### src/rtl/alu_stream_pkg.sv
// alu_stream_pkg: shared defaults and index-width helper for the ALU result stream mux
package alu_stream_pkg;
    localparam int DEF_W = 32;
    localparam int DEF_N = 3;
    // Bits needed to index n channels; constant-foldable for parameter derivation.
    function automatic int idx_w(input int n);
        int r;
        r = 0;
        while ((1 << r) < n) r++;
        return r;
    endfunction
endpackage

### src/rtl/stream_mux_nto1_rr_grant.sv
// rr_grant: round-robin grant search over N requests starting at a pointer
// Ports: req (N request bits), ptr (search start, < N), gnt_idx (granted channel), gnt_vld (any request found).
// Only compiled when STREAM_MUX_RR_EN is defined.
`ifdef STREAM_MUX_RR_EN
module rr_grant #(
    parameter int N  = 3,
    parameter int SW = 2
) (
    input  logic [N-1:0]  req,
    input  logic [SW-1:0] ptr,
    output logic [SW-1:0] gnt_idx,
    output logic          gnt_vld
);
    localparam logic [SW:0] N_EXT = (SW+1)'(N);
    logic [SW:0] sum;
    // Walk offsets from farthest to nearest so the nearest valid channel from ptr wins.
    always_comb begin
        gnt_idx = '0;
        gnt_vld = 1'b0;
        sum = '0;
        for (int k = N - 1; k >= 0; k--) begin
            sum = {1'b0, ptr} + (SW+1)'(k);
            sum = (sum >= N_EXT) ? sum - N_EXT : sum;
            if (req[sum[SW-1:0]]) begin
                gnt_idx = sum[SW-1:0];
                gnt_vld = 1'b1;
            end
        end
    end
endmodule
`endif

### src/rtl/stream_mux_nto1.sv
// stream_mux_nto1: registered N-to-1 valid/ready stream mux with explicit select and optional round-robin
// Ports: in_data/in_valid/in_ready (N input channels), sel (explicit select, codes >= N grant nothing),
//        out_data/out_valid/out_ready (registered output stream), out_src (producing channel),
//        err_sel (previous cycle had a degenerate explicit select), rr_mode (round-robin, macro only).
// Define STREAM_MUX_RR_EN to add the rr_mode port and round-robin arbitration.
module stream_mux_nto1
    import alu_stream_pkg::*;
#(
    parameter int N = DEF_N,
    parameter int W = DEF_W,
    localparam int SW = idx_w(N)
) (
    input  logic           clk,
    input  logic           rst_n,
    input  logic [N*W-1:0] in_data,
    input  logic [N-1:0]   in_valid,
    output logic [N-1:0]   in_ready,
    input  logic [SW-1:0]  sel,
    output logic [W-1:0]   out_data,
    output logic           out_valid,
    input  logic           out_ready,
`ifdef STREAM_MUX_RR_EN
    input  logic           rr_mode,
`endif
    output logic [SW-1:0]  out_src,
    output logic           err_sel
);
    localparam logic [SW:0] N_EXT = (SW+1)'(N);
    logic [W-1:0]  ch [N];
    logic [W-1:0]  out_data_q, out_data_d;
    logic [SW-1:0] out_src_q, out_src_d;
    logic          out_valid_q, out_valid_d;
    logic          err_sel_q, err_sel_d;
    logic [SW-1:0] g;
    logic          gv, expl, sel_ok, load_en, xfer;

    for (genvar i = 0; i < N; i++) begin : g_ch
        assign ch[i] = in_data[i*W +: W];
    end

    assign sel_ok  = {1'b0, sel} < N_EXT;
    assign load_en = !out_valid_q || out_ready;

`ifdef STREAM_MUX_RR_EN
    localparam logic [SW-1:0] LAST = SW'(N - 1);
    logic [SW-1:0] rr_ptr_q, rr_ptr_d, rr_g;
    logic          rr_gv;

    rr_grant #(.N(N), .SW(SW)) u_rr_grant (
        .req     (in_valid),
        .ptr     (rr_ptr_q),
        .gnt_idx (rr_g),
        .gnt_vld (rr_gv)
    );

    always_comb begin
        g        = rr_mode ? rr_g : sel;
        gv       = rr_mode ? rr_gv : sel_ok;
        expl     = !rr_mode;
        rr_ptr_d = !xfer ? rr_ptr_q : (g == LAST) ? '0 : g + SW'(1);
    end

    always_ff @(posedge clk or negedge rst_n) begin
        if (!rst_n) rr_ptr_q <= '0;
        else        rr_ptr_q <= rr_ptr_d;
    end
`else
    always_comb begin
        g    = sel;
        gv   = sel_ok;
        expl = 1'b1;
    end
`endif

    // gv gates every use of g, so an out-of-range explicit select never reaches a channel.
    always_comb begin
        xfer        = gv && load_en && in_valid[g];
        in_ready    = (load_en && gv) ? ({{(N-1){1'b0}}, 1'b1} << g) : '0;
        out_data_d  = xfer ? ch[g] : out_data_q;
        out_src_d   = xfer ? g : out_src_q;
        out_valid_d = xfer || (out_valid_q && !out_ready);
        err_sel_d   = expl && !sel_ok;
    end

    always_ff @(posedge clk or negedge rst_n) begin
        if (!rst_n) begin
            out_data_q  <= '0;
            out_src_q   <= '0;
            out_valid_q <= 1'b0;
            err_sel_q   <= 1'b0;
        end else begin
            out_data_q  <= out_data_d;
            out_src_q   <= out_src_d;
            out_valid_q <= out_valid_d;
            err_sel_q   <= err_sel_d;
        end
    end

    assign out_data  = out_data_q;
    assign out_src   = out_src_q;
    assign out_valid = out_valid_q;
    assign err_sel   = err_sel_q;
endmodule
### config.mk
export PLATFORM = sky130hd
export DESIGN_NAME = stream_mux_nto1
export DESIGN_NICKNAME = d
export VERILOG_FILES = /design/src/rtl/alu_stream_pkg.sv /design/src/rtl/stream_mux_nto1_rr_grant.sv /design/src/rtl/stream_mux_nto1.sv
export SDC_FILE = /design/constraint.sdc
export NUM_CORES = 1
export LEC_CHECK = 0
export CORE_MARGIN = 5
export CORE_UTILIZATION = 36
export DETAILED_ROUTE_END_ITERATION = 16
export GPL_TIMING_DRIVEN = 0
export PLACE_DENSITY = 0.8
export SYNTH_ARGS = -nofsm -noshare
export SYNTH_HDL_FRONTEND = slang
export SYNTH_SLANG_ARGS = --single-unit
### constraint.sdc
create_clock -name clk -period 2.02 [get_ports clk]
set_input_delay 0.404 -clock clk [delete_from_list [all_inputs] [get_ports clk]]
set_output_delay 0.404 -clock clk [all_outputs]
set_load 0.01 [all_outputs]
==> metrics <==
status=complete, no violations; Final Slew Violations=0; port buffer count=142; post-synthesis mux area share=36.9%; CTS Buf Count=5; Layout area overhead=77.1%; vias per inst=4.76; Util after Layout=65.4%; Synth Area in Adders=0%; CTS tree=done; sequential element share of the synthesized area=41.2%; first-pass GRT wire length=10.7 mm; first drt pass iteration count=4; CP delay by family, top=buffers and inverters; vias in the first global route=2,172; worst-path cell chain=clkdlybuf4s50_1 > nor2b_1 > nor3_2 > nand2b_1 > buf_6 > buf_6 > mux2_4; total length of routed wires=7.03 mm; XOR/XNOR Fraction of Synth Area=0%; Synth Area in Compound Gates=8.24%; via count=2,017; Crit Path Max Fanout=10; # IOs=143; reg2reg path depth=6; DRT iter0 DRCs=55; Pleak=1.71 nW; number of synthesized flops with an enable pin=0; gpl congestion=0.768; die area=7730 um^2; WHS=0.201 ns; Worst Max-Slew Pin Slew=0.777 ns; Critical Path Stages=7; Worst Path Buf+Inv=3; syn nets=301; GRT Total Usage=18.1%; synth warn=0; Mapped Area=2190 um^2; Final Cycle Share=91.5%; Final Critical Period=1.85 ns; Area after DPL=3700 um^2; Pwr Density=670 nW/um^2; Avg Cell Area, Syn=11.1 um^2; Sink Count=36; Root Driver=clkbuf_8; kind of critical path=in2reg; Clock power frac=19.8%; CP Launch Type=primary input; crit path capture type=register; Mapped Cells=197; sequential share of power=37.3%; flip-flop and latch count after synthesis=36; most frequent cell after synthesis=dfrtp_1; hpwl dp=5.47 mm; Worst Skew=0.00238 ns; Nets=452; total congestion overflow=0; largest family of logic cells by synthesized area=multiplexers; Logic pwr share=42.9%; Design Area, Final=3870 um^2; post-synth top area cell=dfrtp_1; Die Y=87.9 um; largest net degree at the start of global routing=37; CTS max path bufs=2; leading register cell type out of synthesis=dfrtp_1; fraction of registers with async set/reset=100%; most common library cells after synthesis=dfrtp_1, nand2_1, o21ai_0; core box area=5920 um^2; post-synth top area share=41.2%; drt drc=0; Final Hold Vio Count=0; critical path's slowest cell=clkdlybuf4s50_1; clk slew on worst S/H paths=0.07 ns; Worst Path Arrival=2.02 ns; endpoints failing setup=0; CTS H-Tree Depth=2; Die Wd=87.9 um; RSZ-0062 raised after global routing=false; Area contributors post-synth=dfrtp_1, mux2_4, mux2i_1; initial antenna violation count=0; number of diodes=0; wire length per cell=16.6 um; max incr delay on CP=0.41 ns; peak supply drop=0.000327 V; Slew Limit Headroom=48.2%; share of layout cells above drive strength 1=17.5%; fmax=541 MHz; number of nets with antenna violations after routing=0; most frequent cell on the critical path=buf_6; setup TNS=0 ns; Int Power=0.00189 W; max_cap viols=0; Net Sw Power=0.000699 W; Synth Area in Simple Gates=8.82%; Switching Share=26.9%; required time of the critical path=2.19 ns; Worst Hold Class=in2async; Yosys cell types=21; Worst-Skew Late Latency=0.28 ns; Cell Rows=28; Initial Utilization=36.9%
==> worst register-to-register path, cell delays in order, from the launching register on <==
cell	delay (ns)
dfrtp_1	0.38
nor2b_1	0.36
nor3_2	0.10
nand2b_1	0.17
buf_6	0.14
buf_6	0.16
mux2_4	0.31
==> power groups by stage <==
stage / clock (W) / sequential (W) / combinational, W
floorplan: 0 / 0.00105 / 0.000393
global placement: 0 / 0.000970 / 0.00109
detailed placement: 0 / 0.000977 / 0.00110
CTS: 0.000524 / 0.000968 / 0.00112
global route: 0.000572 / 0.000992 / 0.00118
finish: 0.000514 / 0.000968 / 0.00111
==> flip-flops by register name, summed over array words and instances (netlist names) <==
| name | flops |
|---|---|
| out_valid | 1 |
| err_sel | 1 |
| out_src | 2 |
| out_data | 32 |
==> final timing paths <==
kind / end / startpoint / slack, ns
min in group clk: out_data[25] / out_data[25] / 0.51
hold reg to reg: out_data[25] / out_data[25] / 0.51
max in group asynchronous: out_data[15] / rst_n / 1.33
setup / recovery: out_data[22] / out_ready / 0.17
setup reg to reg: out_data[22] / out_valid / 0.30
hold / removal: out_data[0] / rst_n / 0.20
==> through the flow <==
| stage | total power, W | setup slack (ns) | cells |
|---|---|---|---|
| floorplan | 0.00144 | 0.355 | 197 |
| global placement | 0.00206 | -0.900 | 414 |
| detailed placement | 0.00208 | -0.920 | 414 |
| CTS | 0.00262 | -0.0375 | 424 |
| global route | 0.00274 | 0.0980 | 424 |
| finish | 0.00259 | 0.171 | 424 |
==> what timing repair did <==
action                     4_1_cts  5_1_grt
buffers inserted                 2        0
hold buffers                     0        0
setup endpoints to repair       32       32
gates resized for setup         30        2
==> layout by cell type (no fill, tap or decap) <==
master / count
nand3_1: 1
dfrtp_1: 36
nand2b_1: 2
nor2b_4: 1
o21ai_0: 33
buf_6: 6
clkdlybuf4s15_2: 1
dlygate4sd2_1: 1
mux2_2: 2
and2_1: 2
mux2i_2: 1
mux2_4: 30
buf_2: 4
o32a_1: 1
clkbuf_8: 9
nor2b_1: 1
buf_4: 3
nor3_2: 2
nor3b_2: 1
nand2_1: 33
clkbuf_16: 1
dlymetal6s2s_1: 1
inv_1: 1
a21oi_1: 1
nor2_1: 1
clkdlybuf4s50_1: 136
clkbuf_1: 6
mux2i_1: 32
==> logic make-up (layout without fill, tap and decap cells) <==
family,after synthesis,count (layout)
multiplexers,65,65
AND/OR/NAND/NOR,44,44
flip-flops,36,36
AO/OA/AOI/OAI,35,35
buffers and inverters,17,169
==> final cells by class <==
cell class                 instances  area [um^2]
clock buffer                       8         90.1
multi-input combinational        144         1200
timing repair buffer             144         1420
buffer                            16          161
inverter                           1         3.75
tap                               75         93.8
fill                             495         2050
sequential                        36          901
==> per-layer routing <==
metal	up-vias	global-route usage [%]	wire [um]	share of wire, %
li1	987	-	-	-
met1	950	21.5	2770	39
met2	74	32.2	3720	53
met3	6	5.64	487	6.9
met4	0	3.91	56	0.80
met5	-	0	0	0
Note: power is estimated with default switching activity, not from simulation.
